`config.mk`:
```
export PLATFORM = sky130hd
export DESIGN_NAME = fust_s_issue_ctrl_flat
export DESIGN_NICKNAME = d
export VERILOG_FILES = /design/src/rtl/fust_s_issue_ctrl_pkg.sv /design/src/rtl/fust_s_issue_ctrl_if.sv /design/src/rtl/fust_s_issue_ctrl_rr_arb3.sv /design/src/rtl/fust_s_issue_ctrl.sv /design/src/flat_wrapper.sv
export SDC_FILE = /design/constraint.sdc
export NUM_CORES = 1
export LEC_CHECK = 0
export BUFFER_PORTS_ARGS = -buffer_cell sky130_fd_sc_hd__buf_2
export CORE_MARGIN = 8
export CORE_UTILIZATION = 45
export DETAILED_ROUTE_END_ITERATION = 8
export GPL_TIMING_DRIVEN = 0
export PLACE_DENSITY = 0.72
export SETUP_SLACK_MARGIN = 0.5
export SYNTH_ARGS = -nofsm -noshare
export SYNTH_HDL_FRONTEND = slang
export SYNTH_SLANG_ARGS = --single-unit
```
`constraint.sdc`:
```
create_clock -name clk_i -period 7.9 [get_ports clk_i]
set_clock_uncertainty 0.15 [all_clocks]
set_input_delay 1.58 -clock clk_i [delete_from_list [all_inputs] [get_ports clk_i]]
set_output_delay 1.58 -clock clk_i [all_outputs]
set_load 0.02 [all_outputs]
```
`src/rtl/fust_s_issue_ctrl_pkg.sv`:
```
// Shared types for the scalar FUST scheduler: row states, row payload, table view
// and the producer-tag helper.
package fust_s_issue_ctrl_pkg;

  localparam int unsigned S_ROWS = 3;
  localparam int unsigned FU_S_W = 2;
  localparam int unsigned TAG_W  = FU_S_W;
  localparam int unsigned OP_W   = 8;
  localparam int unsigned REG_W  = 5;

  typedef logic [FU_S_W-1:0] fu_scalar_t;
  typedef logic [TAG_W-1:0]  tag_t;

  typedef enum logic [2:0] {
    FUST_EMPTY = 3'd0,
    FUST_WAIT  = 3'd1,
    FUST_RDY   = 3'd2,
    FUST_EX    = 3'd3
  } fust_state_e;

  typedef struct packed {
    logic [OP_W-1:0]  op;
    logic [REG_W-1:0] rd;
    tag_t             t1;
    tag_t             t2;
  } fust_s_row_t;

  typedef struct packed {
    logic [S_ROWS-1:0]        busy;
    fust_s_row_t [S_ROWS-1:0] rows;
  } fust_s_t;

  // Tag value 0 means "operand ready", so row k is named by tag k+1.
  function automatic tag_t tag_of(fu_scalar_t fu);
    return TAG_W'(fu + 2'd1);
  endfunction

endpackage

```
`src/rtl/fust_s_issue_ctrl_if.sv`:
```
// Dispatch-in / issue-out handshake bundle of the scalar FUST scheduler.
interface fust_s_issue_ctrl_if;
  import fust_s_issue_ctrl_pkg::*;

  logic        disp_valid;
  fu_scalar_t  disp_fu;
  fust_s_row_t disp_row;
  logic        disp_ready;
  logic        issue_valid;
  fu_scalar_t  issue_fu;
  fust_s_row_t issue_row;
  logic        issue_ready;

  modport master (
    output disp_valid, disp_fu, disp_row, issue_ready,
    input  disp_ready, issue_valid, issue_fu, issue_row
  );

  modport slave (
    input  disp_valid, disp_fu, disp_row, issue_ready,
    output disp_ready, issue_valid, issue_fu, issue_row
  );

endinterface

```
`src/rtl/fust_s_issue_ctrl_rr_arb3.sv`:
```
// Three-way round-robin pick: first requester at or after ptr, wrapping mod 3.
module fust_s_issue_ctrl_rr_arb3
  import fust_s_issue_ctrl_pkg::*;
(
  input  logic [S_ROWS-1:0] req_i,
  input  fu_scalar_t        ptr_i,
  output logic [S_ROWS-1:0] gnt_c_o,
  output fu_scalar_t        gnt_idx_c_o
);

  fu_scalar_t idx;

  always_comb begin
    gnt_c_o     = '0;
    gnt_idx_c_o = '0;
    idx         = '0;
    for (int unsigned i = 0; i < S_ROWS; i++) begin
      idx = FU_S_W'((32'(ptr_i) + i) % S_ROWS);
      if (gnt_c_o == '0 && req_i[idx]) begin
        gnt_c_o[idx] = 1'b1;
        gnt_idx_c_o  = idx;
      end
    end
  end

endmodule

```
`src/rtl/fust_s_issue_ctrl.sv`:
```
// Scalar FUST scheduler: per-row EMPTY/WAIT/RDY/EX tracking, tag wakeup on FU
// completion, round-robin issue with offer locking, and flush.
module fust_s_issue_ctrl
  import fust_s_issue_ctrl_pkg::*;
(
  input  logic                      clk_i,
  input  logic                      rst_i,
  input  logic                      flush_i,
  input  logic [S_ROWS-1:0]         fu_done_i,
  output logic [S_ROWS-1:0]         wb_tag_vld_o,
  output fust_s_t                   fust_o,
  output fust_state_e [S_ROWS-1:0]  row_state_o,
  fust_s_issue_ctrl_if.slave        bus
);

  fust_state_e [S_ROWS-1:0] state_q, state_d;
  fust_s_row_t [S_ROWS-1:0] row_q, row_d;
  fu_scalar_t               rr_ptr_q, rr_ptr_d;
  logic                     hold_q, hold_d;
  fu_scalar_t               hold_idx_q, hold_idx_d;
  logic [S_ROWS-1:0]        wb_q;

  logic [S_ROWS-1:0] done_eff, rdy_req, arb_gnt;
  fu_scalar_t        arb_idx, sel_idx;
  fust_s_row_t       disp_entry;
  logic              disp_hs, issue_hs;

  function automatic tag_t clr_tag(tag_t t, logic [S_ROWS-1:0] done);
    tag_t r;
    r = t;
    for (int unsigned k = 0; k < S_ROWS; k++) begin
      if (done[k] && t == tag_of(FU_S_W'(k))) r = '0;
    end
    return r;
  endfunction

  // Completion only counts for a row actually executing.
  always_comb begin
    done_eff = '0;
    rdy_req  = '0;
    for (int unsigned k = 0; k < S_ROWS; k++) begin
      done_eff[k] = fu_done_i[k] && (state_q[k] == FUST_EX);
      rdy_req[k]  = (state_q[k] == FUST_RDY);
    end
  end

  fust_s_issue_ctrl_rr_arb3 u_arb (
    .req_i       (rdy_req),
    .ptr_i       (rr_ptr_q),
    .gnt_c_o     (arb_gnt),
    .gnt_idx_c_o (arb_idx)
  );

  // A stalled offer stays locked so a newly ready row cannot displace it.
  always_comb begin
    sel_idx         = hold_q ? hold_idx_q : arb_idx;
    bus.issue_valid = !flush_i && (hold_q || (arb_gnt != '0));
    bus.issue_fu    = sel_idx;
    bus.issue_row   = '0;
    bus.disp_ready  = 1'b0;
    for (int unsigned k = 0; k < S_ROWS; k++) begin
      if (sel_idx == FU_S_W'(k)) bus.issue_row = row_q[k];
      if (bus.disp_fu == FU_S_W'(k) && state_q[k] == FUST_EMPTY) bus.disp_ready = !flush_i;
    end
    bus.issue_row.t1 = '0;
    bus.issue_row.t2 = '0;
  end

  always_comb begin
    state_d       = state_q;
    row_d         = row_q;
    rr_ptr_d      = rr_ptr_q;
    hold_d        = 1'b0;
    hold_idx_d    = hold_idx_q;
    disp_hs       = bus.disp_valid && bus.disp_ready;
    issue_hs      = bus.issue_valid && bus.issue_ready;
    disp_entry    = bus.disp_row;
    disp_entry.t1 = clr_tag(bus.disp_row.t1, done_eff);
    disp_entry.t2 = clr_tag(bus.disp_row.t2, done_eff);
    if (bus.issue_valid && !bus.issue_ready) begin
      hold_d     = 1'b1;
      hold_idx_d = sel_idx;
    end
    for (int unsigned k = 0; k < S_ROWS; k++) begin
      row_d[k].t1 = clr_tag(row_q[k].t1, done_eff);
      row_d[k].t2 = clr_tag(row_q[k].t2, done_eff);
      case (state_q[k])
        FUST_WAIT: if (row_d[k].t1 == '0 && row_d[k].t2 == '0) state_d[k] = FUST_RDY;
        FUST_EX: begin
          if (done_eff[k]) begin
            state_d[k] = FUST_EMPTY;
            row_d[k]   = '0;
          end
        end
        default: ;
      endcase
      if (flush_i && (state_q[k] == FUST_WAIT || state_q[k] == FUST_RDY)) begin
        state_d[k] = FUST_EMPTY;
        row_d[k]   = '0;
      end
      if (issue_hs && sel_idx == FU_S_W'(k)) begin
        state_d[k] = FUST_EX;
        rr_ptr_d   = FU_S_W'((k + 1) % S_ROWS);
      end
      if (disp_hs && bus.disp_fu == FU_S_W'(k)) begin
        row_d[k]   = disp_entry;
        state_d[k] = (disp_entry.t1 == '0 && disp_entry.t2 == '0) ? FUST_RDY : FUST_WAIT;
      end
    end
  end

  always_ff @(posedge clk_i) begin
    if (rst_i) begin
      for (int unsigned k = 0; k < S_ROWS; k++) state_q[k] <= FUST_EMPTY;
      row_q      <= '0;
      rr_ptr_q   <= '0;
      hold_q     <= 1'b0;
      hold_idx_q <= '0;
      wb_q       <= '0;
    end else begin
      state_q    <= state_d;
      row_q      <= row_d;
      rr_ptr_q   <= rr_ptr_d;
      hold_q     <= hold_d;
      hold_idx_q <= hold_idx_d;
      wb_q       <= fu_done_i;
    end
  end

  always_comb begin
    fust_o.busy = '0;
    fust_o.rows = row_q;
    for (int unsigned k = 0; k < S_ROWS; k++) fust_o.busy[k] = (state_q[k] != FUST_EMPTY);
  end

  assign wb_tag_vld_o = wb_q;
  assign row_state_o  = state_q;

endmodule

```
`src/flat_wrapper.sv`:
```
// flat-port wrapper written by rule: the top's interface ports become plain ports
module fust_s_issue_ctrl_flat import fust_s_issue_ctrl_pkg::*;
  (clk_i, rst_i, flush_i, fu_done_i, wb_tag_vld_o, fust_o, row_state_o, bus_disp_valid, bus_disp_fu, bus_disp_row, bus_issue_ready, bus_disp_ready, bus_issue_valid, bus_issue_fu, bus_issue_row);
  fust_s_issue_ctrl_if bus_i ();
  input  logic clk_i;
  input  logic rst_i;
  input  logic flush_i;
  input  logic [S_ROWS-1:0] fu_done_i;
  output logic [S_ROWS-1:0] wb_tag_vld_o;
  output fust_s_t fust_o;
  output fust_state_e [S_ROWS-1:0] row_state_o;
  input wire logic [$bits(bus_i.disp_valid)-1:0] bus_disp_valid;
  input wire logic [$bits(bus_i.disp_fu)-1:0] bus_disp_fu;
  input wire logic [$bits(bus_i.disp_row)-1:0] bus_disp_row;
  input wire logic [$bits(bus_i.issue_ready)-1:0] bus_issue_ready;
  output wire logic [$bits(bus_i.disp_ready)-1:0] bus_disp_ready;
  output wire logic [$bits(bus_i.issue_valid)-1:0] bus_issue_valid;
  output wire logic [$bits(bus_i.issue_fu)-1:0] bus_issue_fu;
  output wire logic [$bits(bus_i.issue_row)-1:0] bus_issue_row;
  assign bus_i.disp_valid = bus_disp_valid;
  assign bus_i.disp_fu = bus_disp_fu;
  assign bus_i.disp_row = bus_disp_row;
  assign bus_i.issue_ready = bus_issue_ready;
  assign bus_disp_ready = bus_i.disp_ready;
  assign bus_issue_valid = bus_i.issue_valid;
  assign bus_issue_fu = bus_i.issue_fu;
  assign bus_issue_row = bus_i.issue_row;
  fust_s_issue_ctrl u_core (.clk_i(clk_i), .rst_i(rst_i), .flush_i(flush_i), .fu_done_i(fu_done_i), .wb_tag_vld_o(wb_tag_vld_o), .fust_o(fust_o), .row_state_o(row_state_o), .bus(bus_i));
endmodule
```
==> reports/metrics.yaml <==
first_iter_violations: 287
layout_common_cells: "buf_2, nor2_1, dfxtp_1"
synthFlopType: "dfxtp_1"
grt_overflow_total: 0
cp_cell_sequence: "inv_1 > ha_1 > mux2i_1 > o221a_2 > o21ai_2 > nor2_2 > o221a_2 > buf_6 > and2_4 > buf_6 > o2bb2ai_1 > buf_2"
max_freq_mhz: 208
antenna_cells: 0
avgRoutedWirePerCell_um: 17.1
final_util_pct: 55.9
ys_types: 55
ys_seq_area_share_pct: 35.7
post-route-period-util_pct: 60.8
area_growth_syn_to_layout_pct: 23.3
slowest_delay_ns: 0.40
fp-row-count: 33
endpoint_kind: "output port"
grt_start_max_net_pins: 12
synthCells: 428
core_area_mm2: 0.00805
fillers: 745
cts_resized: 0
drt-pass1-iter-count: 5
period_needed_ns: 4.81
synth.avg_cell_area_um2: 8.53
async_flop_share_pct: 0
critical_path_class: "register to output port"
grt_use_total_pct: 19.7
fin_area_mm2: 0.00450
startpoint_type: "register"
slew_violations: 0
viasPerCell: 5.67
dpl-instance-area_mm2: 0.00433
status: "finished, final reports clean"
relSlewSlack_pct: 59.9
cp.required_ns: 6.17
grt_pass1_wl_um: 18300
place.gp.congestion: 0.839
die_y_um: 106
final_common_cell: "buf_2"
drc_errors: 0
io_buffers: 105
worst_hold_path_type: "register to register"
cp_slowest_cell: "dfxtp_1"
yosys_warnings: 0
die_x_um: 106
post_cts_buffers: 0
worst_slew_pin_slew_ns: 0.601
cts.sinks: 65
p_leak_uw: 0.00203
cts_made_buffers: 9
critPathMaxFanout: 10
grt_pass1_vias: 3643
ys_ff_latch: 65
ios: 114
syn-cell-area_mm2: 0.00365
hold_viol: 0
ir_worst_vdd_v: 0.000144
tns_ns: 0
ctsLongestPathBuffers: 2
setup_viol: 0
synth_enable_flop_cells: 0
start_util_pct: 45.3
antenna_found_initial: 0
drive_gt1_share_pct: 28.1
hold_depth: 2
fin_nets: 595
reg2reg_depth: 10
drtAntennaViolNets: 0
max_cap_violations: 0
vias: 3741
cts_tree: "built"
hpwl_um: 8510
die-area_mm2: 0.0112
power_density_mw_per_mm2: 282
clk_latency_ns: 0.33
hold_buffers: 0
clk_pin_slew_worst_paths_ns: 0.07
cp.arrival_ns: 3.08
htreeDepth: 3
rsz0062_at_grt: "false"
clk_root_buffer_cell: "clkbuf_8"
finalWirelength_um: 11300
==> routing by layer <==
metal	vias to the layer above	track usage [%]	wire, µm
met2	160	31.1	5170
met5	-	0	0
met3	18	4.78	807
li1	1796	-	-
met4	0	6.63	159
met1	1767	25.7	5140
==> through the flow <==
step	hold slack, ns	std cells	power (µW)	worst slack [ns]
2_1_floorplan	0.310	434	859	3.76
3_3_place_gp	0.343	644	1010	3.52
3_5_place_dp	0.356	644	1020	3.51
4_1_cts	0.367	660	1270	3.09
5_1_grt	0.398	660	1350	2.87
6_report	0.364	660	1270	3.09
==> cell families (layout without fill, tap and decap cells) <==
| family | count (synthesis) | in the layout | share of synthesized area, % |
|---|---|---|---|
| multiplexers | 22 | 22 | 6.07 |
| flip-flops | 65 | 65 | 35.7 |
| other | 1 | 7 | 0.103 |
| adder cells (fa/ha/maj) | 18 | 18 | 6.17 |
| AO/OA/AOI/OAI | 133 | 133 | 27.6 |
| buffers and inverters | 58 | 179 | 7.78 |
| AND/OR/NAND/NOR | 131 | 131 | 16.6 |
==> power by group <==
group | switching, µW | leakage [µW] | internal, µW
clock | 126 | 0.0000891 | 121
combinational | 389 | 0.00141 | 245
sequential | 32.1 | 0.000527 | 356
==> path summary, 6_finish.rpt <==
path / from / end / slack (ns)
max: u_core.rr_ptr_q[0]$_SDFFE_PP0P_ / bus_issue_row[14] / 3.09
min: u_core.hold_idx_q[0]$_SDFFE_PP0P_ / u_core.hold_idx_q[0]$_SDFFE_PP0P_ / 0.36
max reg2reg: u_core.rr_ptr_q[0]$_SDFFE_PP0P_ / u_core.row_state_o[1]$_SDFFE_PP0P_ / 5.08
min reg2reg: u_core.hold_idx_q[0]$_SDFFE_PP0P_ / u_core.hold_idx_q[0]$_SDFFE_PP0P_ / 0.36
==> Yosys cell counts, types with 4 or more instances <==
| library cell | number | area (µm²) |
|---|---|---|
| o21ai_0 | 11 | 55.1 |
| nand3b_1 | 4 | 30.0 |
| nor2_1 | 66 | 248 |
| a31oi_1 | 7 | 43.8 |
| buf_2 | 11 | 55.1 |
| dfxtp_1 | 65 | 1300 |
| nor2b_1 | 6 | 37.5 |
| a21oi_1 | 12 | 60.1 |
| o211ai_1 | 13 | 97.6 |
| nand2_1 | 23 | 86.3 |
| clkbuf_1 | 14 | 52.6 |
| o2bb2ai_1 | 13 | 114 |
| ha_1 | 18 | 225 |
| a22oi_1 | 39 | 293 |
| buf_4 | 8 | 60.1 |
| inv_1 | 21 | 78.8 |
| o22a_1 | 10 | 87.6 |
| mux2i_1 | 21 | 210 |
| nand3_1 | 8 | 40.0 |
| nand4_1 | 6 | 37.5 |
==> flip-flops by register name (all words and copies together), names as in the netlist <==
signal,flops
u_core.fust_o,51
u_core.row_state_o,6
u_core.wb_tag_vld_o,3
u_core.hold_idx_q,2
u_core.rr_ptr_q,2
u_core.hold_q,1
==> layout make-up <==
| cell class | count | area [µm²] | area share (%) |
|---|---|---|---|
| clock inverter | 5 | 31.3 | 0.695 |
| sequential | 65 | 1300 | 28.9 |
| inverter | 22 | 82.6 | 1.83 |
| timing repair buffer | 105 | 526 | 11.7 |
| multi-input combinational | 311 | 2090 | 46.4 |
| buffer | 36 | 201 | 4.47 |
| clock buffer | 11 | 141 | 3.14 |
| tap | 105 | 131 | 2.92 |
==> worst max-delay path: cells and delay by family (launching register included) <==
| family | cells | cell delay (ns) |
|---|---|---|
| AOI/OAI and AO/OA | 4 | 0.74 |
| adders and majority gates | 1 | 0.37 |
| buffers and inverters | 4 | 0.61 |
| DFF | 1 | 0.40 |
| muxes | 1 | 0.31 |
| and+or+nand+nor | 2 | 0.29 |
Power figures use the tool's default switching activity.
